File: src/rtl/ps2_key_ctrl.sv
// PS/2 scan-code sequencer: decodes E0/F0 prefixes into make/break events, tracks the held key
// and keeps a BCD press counter. Define PS2_PREFIX_TIMEOUT_EN to abandon stale prefixes.
module ps2_key_ctrl #(
    parameter int TIMEOUT_CYCLES = 1000000
) (
    input  logic       clk,
    input  logic       resetn,
    input  logic       in_valid,
    input  logic [7:0] in_data,
    output logic       in_ready,
    output logic       evt_valid,
    input  logic       evt_ready,
    output logic [7:0] evt_code,
    output logic       evt_break,
    output logic       evt_ext,
    output logic       key_held,
    output logic [7:0] key_code,
    output logic       key_ext,
    output logic [3:0] press_bcd1,
    output logic [3:0] press_bcd0,
    output logic       disp_blank,
    output logic       err
);

    typedef enum logic [1:0] {
        IDLE    = 2'd0,
        EXT     = 2'd1,
        BRK     = 2'd2,
        EXT_BRK = 2'd3
    } state_t;

    state_t state, state_nxt;

    logic accept;
    logic is_e0, is_f0, drop_code;
    logic emit, emit_brk, emit_ext;
    logic proto_err, tmo_hit;
    logic held_match, new_press, held_release;

    function automatic logic [7:0] bcd_inc(input logic [3:0] tens, input logic [3:0] ones);
        logic [3:0] t;
        logic [3:0] o;
        if (ones == 4'd9) begin
            o = 4'd0;
            t = (tens == 4'd9) ? 4'd0 : tens + 4'd1;
        end else begin
            o = ones + 4'd1;
            t = tens;
        end
        return {t, o};
    endfunction

    assign in_ready   = !evt_valid || evt_ready;
    assign accept     = in_valid && in_ready;
    assign disp_blank = !key_held;

    assign is_e0     = (in_data == 8'hE0);
    assign is_f0     = (in_data == 8'hF0);
    // Keyboard housekeeping replies (BAT, echo, ack, errors) never form a key event.
    assign drop_code = in_data inside {8'h00, 8'hAA, 8'hEE, 8'hFA, 8'hFC, 8'hFF};

    always_comb begin
        state_nxt = state;
        emit      = 1'b0;
        emit_brk  = 1'b0;
        emit_ext  = 1'b0;
        proto_err = 1'b0;
        if (accept) begin
            unique case (state)
                IDLE: begin
                    if (is_e0) begin
                        state_nxt = EXT;
                    end else if (is_f0) begin
                        state_nxt = BRK;
                    end else if (!drop_code) begin
                        emit = 1'b1;
                    end
                end
                EXT: begin
                    if (is_f0) begin
                        state_nxt = EXT_BRK;
                    end else if (!is_e0) begin
                        emit      = 1'b1;
                        emit_ext  = 1'b1;
                        state_nxt = IDLE;
                    end
                end
                BRK, EXT_BRK: begin
                    state_nxt = IDLE;
                    if (is_e0 || is_f0) begin
                        proto_err = 1'b1;
                    end else begin
                        emit     = 1'b1;
                        emit_brk = 1'b1;
                        emit_ext = (state == EXT_BRK);
                    end
                end
            endcase
        end else if (tmo_hit) begin
            state_nxt = IDLE;
        end
    end

`ifdef PS2_PREFIX_TIMEOUT_EN
    localparam int unsigned TMO_W = (TIMEOUT_CYCLES > 1) ? $clog2(TIMEOUT_CYCLES) : 1;

    logic [TMO_W-1:0] tmo_cnt;

    // Counts idle cycles spent waiting for the byte that completes a prefix.
    assign tmo_hit = (state != IDLE) && !accept && (tmo_cnt == TMO_W'(TIMEOUT_CYCLES - 1));

    always_ff @(posedge clk or negedge resetn) begin
        if (!resetn) begin
            tmo_cnt <= '0;
        end else if (accept || tmo_hit || state == IDLE) begin
            tmo_cnt <= '0;
        end else begin
            tmo_cnt <= tmo_cnt + TMO_W'(1);
        end
    end
`else
    assign tmo_hit = 1'b0;
`endif

    always_ff @(posedge clk or negedge resetn) begin
        if (!resetn) begin
            state <= IDLE;
            err   <= 1'b0;
        end else begin
            state <= state_nxt;
            err   <= proto_err || tmo_hit;
        end
    end

    // A new load wins over a simultaneous handshake, so evt_valid stays high with fresh data.
    always_ff @(posedge clk or negedge resetn) begin
        if (!resetn) begin
            evt_valid <= 1'b0;
            evt_code  <= 8'h00;
            evt_break <= 1'b0;
            evt_ext   <= 1'b0;
        end else if (emit) begin
            evt_valid <= 1'b1;
            evt_code  <= in_data;
            evt_break <= emit_brk;
            evt_ext   <= emit_ext;
        end else if (evt_ready) begin
            evt_valid <= 1'b0;
        end
    end

    assign held_match   = key_held && (key_code == in_data) && (key_ext == emit_ext);
    assign new_press    = emit && !emit_brk && !held_match;
    assign held_release = emit && emit_brk && held_match;

    always_ff @(posedge clk or negedge resetn) begin
        if (!resetn) begin
            key_held   <= 1'b0;
            key_code   <= 8'h00;
            key_ext    <= 1'b0;
            press_bcd1 <= 4'd0;
            press_bcd0 <= 4'd0;
        end else if (new_press) begin
            key_held                 <= 1'b1;
            key_code                 <= in_data;
            key_ext                  <= emit_ext;
            {press_bcd1, press_bcd0} <= bcd_inc(press_bcd1, press_bcd0);
        end else if (held_release) begin
            key_held <= 1'b0;
        end
    end

endmodule

File: config.mk
export PLATFORM = sky130hd
export DESIGN_NAME = ps2_key_ctrl
export DESIGN_NICKNAME = d
export VERILOG_FILES = /design/src/rtl/ps2_key_ctrl.sv
export SDC_FILE = /design/constraint.sdc
export NUM_CORES = 1
export LEC_CHECK = 0
export BUFFER_PORTS_ARGS = -buffer_cell sky130_fd_sc_hd__buf_2
export CORE_MARGIN = 4
export CORE_UTILIZATION = 46
export DETAILED_ROUTE_END_ITERATION = 8
export PLACE_DENSITY = 0.7
export SETUP_SLACK_MARGIN = 0.4
export SLEW_MARGIN = 20
export SYNTH_ARGS = -nofsm -noshare
export SYNTH_HDL_FRONTEND = slang
export SYNTH_SLANG_ARGS = --single-unit
File: constraint.sdc
create_clock -name clk -period 2.3 [get_ports clk]
set_clock_uncertainty 0.1 [all_clocks]
set_input_delay 0.345 -clock clk [delete_from_list [all_inputs] [get_ports clk]]
set_output_delay 0.345 -clock clk [all_outputs]
set_load 0.005 [all_outputs]
Word-level counts from Yosys, hierarchy flattened
Index checks and enable logic that the tools add are counted.

cells by class
  add/sub/neg operators = 2
  eq/ne operators = 16
  multiplexer cells = 27
  reductions and logical operators = 21

operators with widths
  operator             count
  $eq 8x8->1 const B   7
  $mux 1               18
  $add 4x1->4 const B  2
  $eq 4x4->1 const B   2
  $eq 8x8->1           1
  $logic_not 8->1      1
  $mux 2               4
  $mux 4               2
  $logic_and 1x1->1    7
  $ne 3x3->1 const B   2
  $pmux 2 s3           1
  $reduce_bool 6->1    1
  $eq 2x2->1 const B   2
  $logic_not 1->1      4
  $reduce_bool 2->1    2
  $pmux 1 s3           1
  $reduce_and 3->1     1
  $eq 2x1->1 const B   1
  $logic_not 2->1      1
  $logic_or 1x1->1     2
  $pmux 1 s2           1
  $reduce_and 2->1     1
  $reduce_or 2->1      1
  $eq 1x1->1           1

word-level totals
  bits in registers = 32
  input port bits = 12
  output and inout bits = 32

Logic depth before layout (Yosys ltp)
Gate-level depths: netlist of run 1.

  depth after elaboration = 11
  depth in mapped cells = 8

Worst setup path before layout of run 1
No wires, ideal clock.

  path kind = flip-flop to flip-flop
  start = register state[0]
  end = register evt_code[0]
  library setup time = 125 ps
  arrival time = 2086 ps
  data required time = 2075 ps
  slack = -11 ps
  stages on the path, launching flop included = 8
  buffers on the path = 2
  path through = dfrtp_1 > or3b_1 > or4_1 > and2_1 > buf_6 > nand2_4 > buf_8 > mux2_4

on the way
  longest elaborated chain between the ends = 4
  elaborated cells between the ends (all ways) = 7
  those cells by class = eq/ne (3); mux (2); reduce/logical (2)

ends and longest elaborated chain
  element                 line  source
  from (decl)             32    state_t state, state_nxt;
  from (signal assigned)  130   state <= state_nxt;
  $eq 2x2->1              69    unique case (state)
  $reduce_or 2->1         69
  $pmux 1 s3 *            69
  $mux 1 *                68    if (accept) begin
  to (signal assigned)    144   evt_code <= in_data;
  to (decl)               13    output logic [7:0] evt_code,

Every way passes the cells marked *; elsewhere a longest branch is shown, timed or not.
A chain may end at the register's enable or synchronous reset.

Worst setup path in the final report of run 1
  start = register state[1]
  end = register press_bcd1[1]

on the way
  longest elaborated chain between the ends = 9
  elaborated cells between the ends (all ways) = 19
  those cells by class = eq/ne (4); mux (7); reduce/logical (8)

ends and longest elaborated chain
  element                                    line    source
  $eq 2x2->1, on equally long branches       69, 95
  $mux 1 or $reduce_or 2->1 (tied branches)  90, 69
  $pmux 1 s2                                 69
  $mux 1                                     68
  $eq 1x1->1                                 152     assign held_match = key_held && (key_code == in_data) && (key_ext == emit_ext);
  $logic_and 1x1->1                          152
  $logic_not 1->1                            153     assign new_press = emit && !emit_brk && !held_match;
  $logic_and 1x1->1 *                        153
  $reduce_and 2->1 (no source line) *        --
  to (signal assigned)                       167     {press_bcd1, press_bcd0} <= bcd_inc(press_bcd1, press_bcd0);
  to (decl)                                  19      output logic [3:0] press_bcd1,

Marked as above.

==> summary.md, run 1 <==
| Metric | Value |
|---|---|
| Pin count of the biggest net entering global routing | `33` |
| Slew Viols, Final | `0` |
| Final nets | `215` |
| Post-synth EDFFs | `0` |
| Worst slew margin | `52.5%` |
| Outcome | `complete, no violations` |
| CTS Buf Count | `5` |
| Detailed Routing Iterations Pass 1 | `6` |
| Core area | `3390 um2` |
| Most frequent cells in the layout | `buf_2 (43), dfrtp_1 (32), mux2_4 (18)` |
| WP data arrival | `2.40 ns` |
| Synth Area in Compound Gates | `6.53%` |
| Startpoint class of the critical path | `flip-flop` |
| CTS HTree Levels | `2` |
| Die Span Y | `67.5 um` |
| Gp weighted congestion | `0.818` |
| Initial antenna violation count | `0` |
| Post-layout min period | `2.28 ns` |
| Drt drc | `0` |
| Synth cell types | `39` |
| XOR/XNOR Fraction of Synth Area | `8.07%` |
| Area grow syn2layout | `43.0%` |
| Total negative slack | `0 ns` |
| Family with the most delay on the worst path | `simple AND/OR/NAND/NOR gates` |
| Number of DRC markers in iteration 0 | `63` |
| Layout cells sized above 1 | `53.9%` |
| Pwr dens | `752 nW/um2` |
| Worst r2r src | `state[1]` |
| CTS sink count | `32` |
| Final WL | `4230 um` |
| ANT cells | `0` |
| Post-synth net total | `148` |
| CTS max path bufs | `2` |
| Post-Synthesis Cells | `136` |
| Clk_lat worst skew | `0.33 ns` |
| Worst path depth | `6` |
| Sequential area share after synthesis | `49.2%` |
| Top Ports | `44` |
| Worst Setup End Kind | `flip-flop` |
| Hold Fails Final Rpt | `0` |
| Main combinational cell family by area after synthesis | `simple AND/OR/NAND/NOR gates` |
| Vias | `1357` |
| Port Buffers | `43` |
| R2R Path End | `press_bcd1[1]` |
| Path depth of the worst reg2reg path | `6` |
| Final global-route overflow total | `0` |
| Routed Antenna Nets | `0` |
| Vias in the first global route | `1427` |
| Simple-gate share of the synthesized area | `16.4%` |
| Core Rows | `21` |
| Worst path slowest cell | `dfrtp_1` |
| Initial core utilization | `48.0%` |
| CP endpoint | `press_bcd1[1]` |
| Routed len/inst | `16.9 um` |
| Slew @ Worst Pin | `0.712 ns` |
| CTS tree | `yes` |
| Post-Syn Area | `1630 um2` |
| First-pass GRT wire length | `6960 um` |
| Mux share of post-synthesis cell area | `15.4%` |
| CP cell instances | `or3b_4 -> or4_4 -> buf_6 -> and4_4 -> and3_4 -> mux2_4` |
| Leakage | `1.13 nW` |
| Maximum clock rate | `439 MHz` |
| Maximum capacitance violations | `0` |
| All-Layer GR Usage | `20.9%` |
| CP Max Fanout | `4` |
| Clock slew at reported path FFs | `0.09 ns` |
| Unrepaired setup endpoints after global routing | `true` |
| Die W | `67.5 um` |
| Vias/cell | `5.43` |
| Clk root buf | `clkbuf_4` |
| Final period util | `99.0%` |
| Die area | `4550 um2` |
| Asr flop ratio synth | `100%` |
| Most common cell after layout, fill and taps aside | `buf_2` |
| Reg2reg setup slack | `0.02 ns` |
| Worst Path Buf+Inv | `1` |
| Ys flop type | `dfrtp_1` |
| Post-Synth Adder-Cell Area | `0%` |
| Fin util | `68.7%` |
| Worst VDD drop | `0.000446 V` |
| Hold Crit Class | `input pin to flip-flop` |
| Crit path largest cell delay | `0.45 ns` |
| Syn Area/Cell | `12.0 um2` |
| Synth Register Bits | `32` |
| Ys Warns | `0` |
| DPL Wire Length | `2650 um` |
| CP required | `2.42 ns` |
| Worst setup path category | `flip-flop to flip-flop` |
| Critical Path Source | `state[1]` |
| Endpoints failing setup | `0` |
## repair_timing
| item | in CTS | in global routing |
|---|---|---|
| gates resized for setup | 24 | 9 |
| pin swaps | 11 | 13 |
| endpoints found under the hold margin | 32 | 0 |
| setup buffers | 9 | 1 |
| hold buffers | 1 | 0 |
| cloned | 2 | 0 |
| setup endpoints to repair | 29 | 29 |
## routing by layer
| metal | global-route usage (%) | wire length, um | vias up |
|---|---|---|---|
| li1 | - | - | 634 |
| met1 | 26.4 | 1800 | 666 |
| met2 | 32.3 | 2040 | 44 |
| met3 | 5.99 | 279 | 13 |
| met4 | 10.6 | 110 | 0 |
| met5 | 0 | 0 | - |
## registers in the layout, summed over array words and instances, names as in the netlist
signal,cells
evt_break,1
key_code,8
press_bcd0,4
key_held,1
err,1
key_ext,1
evt_code,8
state,2
press_bcd1,4
evt_valid,1
evt_ext,1
## metrics by stage
| step | cell area (um2) | setup slack, ns | hold slack, ns | cells | power [mW] |
|---|---|---|---|---|---|
| 2_1_floorplan | 1680 | 0.0903 | -0.0506 | 136 | 1.11 |
| 3_3_place_gp | 1980 | -0.143 | 0.321 | 229 | 1.31 |
| 3_5_place_dp | 1980 | -0.205 | 0.338 | 229 | 1.33 |
| 4_1_cts | 2280 | 0.0654 | 0.216 | 249 | 1.74 |
| 5_1_grt | 2330 | 0.00823 | 0.240 | 250 | 1.87 |
| 6_report | 2330 | 0.0223 | 0.234 | 250 | 1.75 |
## tightest hold or removal path, delay by kind of cell
family                 cells  cell delay [ns]
AND/OR/NAND/NOR            2             0.22
buffers and inverters      1             0.07
## worst min-delay path by stage
| stage | from | endpoint | slack (ns) | cells after the start |
|---|---|---|---|---|
| 2_1_floorplan | resetn | err | -0.05 | 0 |
| 3_5_place_dp | resetn | evt_code[0] | 0.34 | 1 |
| 4_1_cts | evt_ready | evt_valid | 0.22 | 3 |
| 5_1_grt | in_data[0] | key_code[0] | 0.24 | 2 |
| 3_3_place_gp | resetn | evt_code[0] | 0.32 | 1 |
| 6_report | evt_ready | evt_valid | 0.23 | 3 |
## logic make-up after synthesis
logic type             count (synthesis)
flip-flops                            32
AO/OA/AOI/OAI                         14
AND/OR/NAND/NOR                       43
multiplexers                          20
buffers and inverters                 12
XOR/XNOR                              15
## final cells by class
class / instances / area (um2)
Clock buffer: 8 / 58.8
Multi-Input combinational cell: 94 / 940
Fill cell: 244 / 1060
Inverter: 4 / 15.0
Timing Repair Buffer: 66 / 457
Tap cell: 46 / 57.6
Sequential cell: 32 / 801
## power breakdown
part / switching (mW) / internal [mW] / total, mW
logic: 0.281 / 0.355 / 0.636
registers: 0.106 / 0.678 / 0.785
clock network: 0.180 / 0.151 / 0.331
total: 0.567 / 1.18 / 1.75
## cells in the mapped netlist (2+ instances only)
cell type	n	area [um2]
nand4_1	5	31.3
xor2_1	10	87.6
mux2_4	7	105
and2_1	3	18.8
o21ai_0	3	15.0
and3_1	2	12.5
mux2_2	12	135
dfrtp_1	32	801
xnor2_1	5	43.8
inv_1	4	15.0
nor2_1	9	33.8
or4_1	2	15.0
nand3_1	4	20.0
nand2_1	5	18.8
nor4_1	3	18.8
nor2b_1	2	12.5
buf_2	6	30.0
Note: power is estimated with default switching activity, not from simulation.
==> run 2: changes to the inputs <==
--- a/config.mk
+++ b/config.mk
@@ -9,6 +9,7 @@
 export CORE_MARGIN = 4
 export CORE_UTILIZATION = 46
 export DETAILED_ROUTE_END_ITERATION = 8
+export GPL_TIMING_DRIVEN = 0
 export PLACE_DENSITY = 0.7
 export SETUP_SLACK_MARGIN = 0.4
 export SLEW_MARGIN = 20
==> run 2 against run 1 <==
Compared with the run above:
- total power fell by 0.11%
- critical path depth rose by 1
- sequential cell count did not move
- global-route usage fell by 2.0 points
- core utilization fell by 2.5 points
- register-to-register slack barely moved
- hold slack got worse by 0.034 ns
- sequential power rose by 0.6%
- wire length fell by 8.5%
- setup slack improved by 0.012 ns
- via count fell by 3.7%
- non-clock buffer count fell by 6
- critical endpoint is now evt_code[3]
==> summary.md, run 2 (synthesized netlist as in run 1, its figures left out) <==
| Metric | Value |
|---|---|
| Final WL | `3870 um (-8.5%)` |
| Total power draw | `1.75 mW (-0.11%)` |
| Worst setup path category | `flip-flop to flip-flop` |
| Number of DRC markers in iteration 0 | `51 (-19%)` |
| Initial antenna violation count | `0 (unchanged)` |
| Outcome | `complete, no violations` |
| CTS Buf Count | `5 (unchanged)` |
| Gp weighted congestion | `0.769 (-6.0%)` |
| Worst VDD drop | `0.000400 V (-10%)` |
| Clk root buf | `clkbuf_4` |
| Fin util | `66.2% (-2.5 points)` |
| Die Span Y | `67.5 um (unchanged)` |
| Routed len/inst | `15.9 um (-5.9%)` |
| Top Registers | `evt_code x8, key_code x8` |
| Most common cell after layout, fill and taps aside | `buf_2` |
| Worst slew margin | `53.3% (+0.81 points)` |
| DPL Wire Length | `2480 um (-6.3%)` |
| Detailed Routing Iterations Pass 1 | `4 (-2)` |
| Slew Viols, Final | `0 (unchanged)` |
| Pwr dens | `780 nW/um2 (+3.7%)` |
| Core Rows | `21 (unchanged)` |
| Clk_lat worst skew | `0.34 ns (about the same)` |
| CTS sink count | `32 (unchanged)` |
| Leakage | `1.10 nW (-2.3%)` |
| Most frequent cells in the layout | `buf_2 (43), dfrtp_1 (32), mux2_4 (19)` |
| Maximum capacitance violations | `0 (unchanged)` |
| # fillers | `236 (-3.3%)` |
| Unrepaired setup endpoints after global routing | `true` |
| All-Layer GR Usage | `18.9% (-2.0 points)` |
| Worst Setup End Kind | `flip-flop` |
| Drt drc | `0 (unchanged)` |
| Vias in the first global route | `1276 (-11%)` |
| ANT cells | `0 (unchanged)` |
| Initial core utilization | `48.0% (unchanged)` |
| Startpoint class of the critical path | `flip-flop` |
| CTS tree | `yes` |
| Endpoints failing setup | `0 (unchanged)` |
| Top Ports | `44 (unchanged)` |
| Hold Crit Class | `input pin to flip-flop` |
| CTS max path bufs | `2 (unchanged)` |
| Final nets | `208 (-3.3%)` |
| Post-layout min period | `2.27 ns (-0.0121 ns)` |
| Final global-route overflow total | `0 (unchanged)` |
| Routed Antenna Nets | `0 (unchanged)` |
| Die area | `4550 um2 (unchanged)` |
| Worst path slowest cell | `or4_4` |
| Vias | `1307 (-3.7%)` |
| CTS HTree Levels | `2 (unchanged)` |
| Placed insts | `221 (-3.5%)` |
| Final period util | `98.5% (-0.53 points)` |
| Hold Fails Final Rpt | `0 (unchanged)` |
| Slew @ Worst Pin | `0.700 ns (-0.0121 ns)` |
| Port Buffers | `39 (-9.3%)` |
| Pin count of the biggest net entering global routing | `33 (unchanged)` |
| CP cell instances | `or3b_4 -> or4_4 -> and2_4 -> buf_12 -> nand2_8 -> buf_12 -> mux2_4` |
| CP required | `2.44 ns (+0.02 ns)` |
| WP data arrival | `2.40 ns (about the same)` |
| CP Max Fanout | `8 (+4)` |
| Vias/cell | `5.38 (-0.91%)` |
| Area grow syn2layout | `37.8%` |
| Non-filler cells, final | `243 (-2.8%)` |
| Multi-input combinational cell area | `923 um2 (-1.7%)` |
| Maximum clock rate | `441 MHz (+0.53%)` |
| CP most frequent cell | `buf_12` |
| Crit path largest cell delay | `0.43 ns (-0.02 ns)` |
| Die W | `67.5 um (unchanged)` |
| Core area | `3390 um2 (unchanged)` |
| Total negative slack | `0 ns (unchanged)` |
| Layout cells sized above 1 | `52.3% (-1.6 points)` |
| First-pass GRT wire length | `6200 um (-11%)` |
| Clock slew at reported path FFs | `0.10 ns (about the same)` |
| Register Area | `801 um2 (unchanged)` |
-- run 2: cell count changes in the layout (fill, tap and decap cells not counted), moves of 2 or more --
cell / previous run / this run
buf_6: 11 / 4
clkbuf_1: 2 / 0
clkinv_2: 0 / 2
mux2_2: 2 / 0
-- run 2: path summary, 6_finish.rpt --
path                       slack, ns            end  depth (start not counted)  startpoint
max reg2reg                     0.03    evt_code[3]                          7    state[1]
min                             0.20      evt_valid                          3   evt_ready
min in group asynchronous       0.48    evt_code[4]                          2      resetn
max in group asynchronous       1.16  press_bcd0[1]                          2      resetn
max                             0.03    evt_code[3]                          7    state[1]
min reg2reg                     0.40        evt_ext                          1     evt_ext
-- run 2: per-stage QoR --
stage               cell area [um2]  hold slack, ns  setup WS (ns)
floorplan                      1680         -0.0506         0.0903
global placement               1930           0.325        -0.0756
detailed placement             1930           0.336        -0.0968
CTS                            2180           0.202         0.0104
global route                   2240           0.218        -0.0326
finish                         2240           0.200         0.0344
-- run 2: critical path, delay by kind of cell (launching register included) --
kind | cells | cell delay (ns)
buffers and inverters | 2 | 0.27
AND/OR/NAND/NOR | 4 | 1.06
multiplexers | 1 | 0.30
flip-flops | 1 | 0.42
-- run 2: area by class of cell --
cell class	count	share of cell area, %
Multi-Input combinational cell	93	41.2
Sequential cell	32	35.7
Timing Repair Buffer	52	13.5
Buffer	8	3.68
Tap cell	46	2.57
Clock buffer	6	2.29
Inverter	4	0.669
Clock inverter	2	0.446
-- run 2: repair_timing --
item                                   in CTS  in global routing
endpoints found under the hold margin      32                  0
cloned                                      1                  0
gates resized for setup                    16                  9
setup endpoints to repair                  29                 29
setup buffers                              11                  1
hold buffers                                1                  0
pin swaps                                   5                  5
-- run 2: per-layer routing --
metal | vias to the layer above | GRT usage (%) | wire length, um
met5 | - | 0 | 0
met4 | 0 | 10.4 | 83
met3 | 8 | 4.49 | 235
met2 | 38 | 28.8 | 1850
met1 | 652 | 24.5 | 1700
li1 | 609 | - | -
-- run 2: power by group --
part           internal, mW  total, mW  switching, mW
combinational         0.342      0.618          0.276
sequential            0.678      0.790          0.112
clock                 0.145      0.341          0.196
total                  1.17       1.75          0.585
==> run 3: changes to the inputs <==
--- a/config.mk
+++ b/config.mk
@@ -7,10 +7,10 @@
 export LEC_CHECK = 0
 export BUFFER_PORTS_ARGS = -buffer_cell sky130_fd_sc_hd__buf_2
 export CORE_MARGIN = 4
-export CORE_UTILIZATION = 46
+export CORE_UTILIZATION = 51
 export DETAILED_ROUTE_END_ITERATION = 8
 export GPL_TIMING_DRIVEN = 0
-export PLACE_DENSITY = 0.7
+export PLACE_DENSITY = 0.74
 export SETUP_SLACK_MARGIN = 0.4
 export SLEW_MARGIN = 20
 export SYNTH_ARGS = -nofsm -noshare
==> constraint.sdc (replaced) <==
create_clock -name clk -period 2.6 [get_ports clk]
set_clock_uncertainty 0.1 [all_clocks]
set_input_delay 0.39 -clock clk [delete_from_list [all_inputs] [get_ports clk]]
set_output_delay 0.39 -clock clk [all_outputs]
set_load 0.005 [all_outputs]
==> run 3 against run 2 <==
Compared with the run above:
- register-to-register slack gained 0.24 ns
- non-clock buffer count fell by 2
- fmax down 2.5%
- setup slack improved by 0.24 ns
- total power down 5.7%
- cell count shrank 1.6%
- clock power up 25%
- sequential power fell by 12%
==> summary.md, run 3 (synthesized netlist as in run 1, its figures left out) <==
| Metric | Value |
|---|---|
| Outcome | `complete, no violations` |
| Clk root buf | `clkbuf_4` |
| ANT cells | `0 (unchanged)` |
| Gr busiest metal | `met2` |
| GR Layer Usage met2 | `31.3% (+2.5 points)` |
| Slew @ Worst Pin | `0.726 ns (+0.0262 ns)` |
| WP data arrival | `2.45 ns (+0.05 ns)` |
| R2R Path End | `evt_code[4]` |
| Hold Buf Count CTS | `0 (-1)` |
| Final period util | `89.4% (-9.1 points)` |
| Vias in the first global route | `1319 (+3.4%)` |
| CTS HTree Levels | `2 (unchanged)` |
| Hold Fails Final Rpt | `0 (unchanged)` |
| Worst setup path category | `flip-flop to flip-flop` |
| Reg2reg setup slack | `0.28 ns (+0.24 ns)` |
| Clk_lat worst skew | `0.33 ns (about the same)` |
| Register Area | `802 um2 (+0.16%)` |
| Unrepaired setup endpoints after global routing | `true` |
| Placed insts | `219 (-0.90%)` |
| Clock slew at reported path FFs | `0.10 ns (about the same)` |
| Pwr dens | `732 nW/um2 (-6.2%)` |
| Total negative slack | `0 ns (unchanged)` |
| # fillers | `221 (-6.4%)` |
| Most frequent cells in the layout | `buf_2 (43), dfrtp_1 (31), mux2_4 (18)` |
| Worst Setup End Kind | `flip-flop` |
| Worst Hold Slack | `0.00700 ns (-0.193 ns)` |
| CTS sink count | `32 (unchanged)` |
| All-Layer GR Usage | `19.9% (+1.1 points)` |
| Non-filler cells, final | `239 (-1.6%)` |
| DPL Wire Length | `2550 um (+2.9%)` |
| Die area | `4160 um2 (-8.7%)` |
| Final WS setup | `0.276 ns (+0.242 ns)` |
| Worst r2r src | `state[0]` |
| Most common cell after layout, fill and taps aside | `buf_2` |
| CTS max path bufs | `2 (unchanged)` |
| Core area | `3050 um2 (-9.9%)` |
| Maximum clock rate | `430 MHz (-2.5%)` |
| Drt drc | `0 (unchanged)` |
| Slew Viols, Final | `0 (unchanged)` |
| Die W | `64.5 um (-4.4%)` |
| Endpoints failing setup | `0 (unchanged)` |
| Detailed Routing Iterations Pass 1 | `4 (unchanged)` |
| Multi-input combinational cell area | `903 um2 (-2.2%)` |
| Critical Path Source | `state[0]` |
| Final nets | `206 (-0.96%)` |
| Total power draw | `1.65 mW (-5.7%)` |
| Routed Antenna Nets | `0 (unchanged)` |
| Vias/cell | `5.51 (+2.5%)` |
| CP endpoint | `evt_code[4]` |
| Area grow syn2layout | `38.5%` |
| CP Max Fanout | `6 (-2)` |
| Final global-route overflow total | `0 (unchanged)` |
| Fin util | `73.9% (+7.7 points)` |
| Post-route cell area | `2250 um2 (+0.50%)` |
| CTS tree | `yes` |
| Initial antenna violation count | `0 (unchanged)` |
| Maximum capacitance violations | `0 (unchanged)` |
| Final WL | `4070 um (+5.1%)` |
| Pre-CTS setup slack | `0.0630 ns (+0.160 ns)` |
| Core Rows | `20 (-4.8%)` |
| Top Ports | `44 (unchanged)` |
| Post-place instance area | `1920 um2 (-0.71%)` |
| Post-layout min period | `2.32 ns (+0.0582 ns)` |
| Top Registers | `evt_code x8, key_code x8` |
| Die Span Y | `64.5 um (-4.4%)` |
| Met1 usage | `25.6% (+1.1 points)` |
| Gp weighted congestion | `0.733 (-4.7%)` |
| Startpoint class of the critical path | `flip-flop` |
| CTS Buf Count | `5 (unchanged)` |
| Hold Crit Class | `input pin to asynchronous set/reset pin` |
| Vias | `1317 (+0.77%)` |
| First-pass GRT wire length | `6370 um (+2.7%)` |
| Layout cells sized above 1 | `51.8% (-0.49 points)` |
| Worst slew margin | `51.6% (-1.7 points)` |
| Routed len/inst | `17.0 um (+6.9%)` |
| Leakage | `1.10 nW (-0.35%)` |
| Number of DRC markers in iteration 0 | `49 (-3.9%)` |
| Port Buffers | `39 (unchanged)` |
| Worst VDD drop | `0.000389 V (-2.7%)` |
| Path depth of the worst reg2reg path | `7 (unchanged)` |
| Pin count of the biggest net entering global routing | `33 (unchanged)` |
| CP required | `2.73 ns (+0.29 ns)` |
| Initial core utilization | `53.3% (+5.3 points)` |
| Met3 GRT Util | `6.41% (+1.9 points)` |
-- run 3: cell count changes in the layout (fill, tap and decap cells not counted), sizes merged --
cell / previous run / this run
buf: 59 / 57
bufinv: 0 / 1
clkinv: 2 / 0
clkbuf: 6 / 8
dlygate4sd3: 1 / 0
-- run 3: repair_timing --
action / 4_1_cts / 5_1_grt
gates resized for setup: 11 / 16
setup buffers: 7 / 2
gates cloned: 2 / 1
pin swaps: 3 / 2
setup endpoints to repair: 23 / 28
-- run 3: power breakdown --
part           switching (mW)  total (mW)  internal, mW  leakage (nW)
combinational           0.239       0.531         0.292         0.662
clock                   0.170       0.425         0.255        0.0515
sequential             0.0935       0.694         0.600         0.384
total                   0.502        1.65          1.15          1.10
-- run 3: layer usage --
metal	vias to the layer above	routed length, um
met5	-	0
met4	0	73
met3	9	238
met2	53	2010
met1	645	1750
li1	610	-
-- run 3: layout make-up --
type | instances | share of cell area, %
Buffer | 8 | 3.44
Clock buffer | 7 | 2.89
Clock inverter | 1 | 1.33
Inverter | 4 | 0.666
Multi-Input combinational cell | 93 | 40.1
Sequential cell | 32 | 35.6
Tap cell | 44 | 2.44
Timing Repair Buffer | 50 | 13.6
-- run 3: critical path, stage by stage (launching register included) --
cell and delay (ns):
dfrtp_2 0.44, or3b_4 0.40, or4_4 0.44, and2_4 0.16, buf_8 0.14, nand2_8 0.09, clkbuf_16 0.15, mux2_4 0.29
-- run 3: worst min-delay path by stage --
stage,from,end,slack [ns],cells past startpoint
2_1_floorplan,resetn,err,-0.006,0
3_3_place_gp,resetn,evt_code[1],0.36,1
3_5_place_dp,resetn,evt_code[2],0.38,1
4_1_cts,resetn,evt_code[5],0.007,1
5_1_grt,resetn,evt_code[3],0.02,1
6_report,resetn,evt_code[5],0.007,1
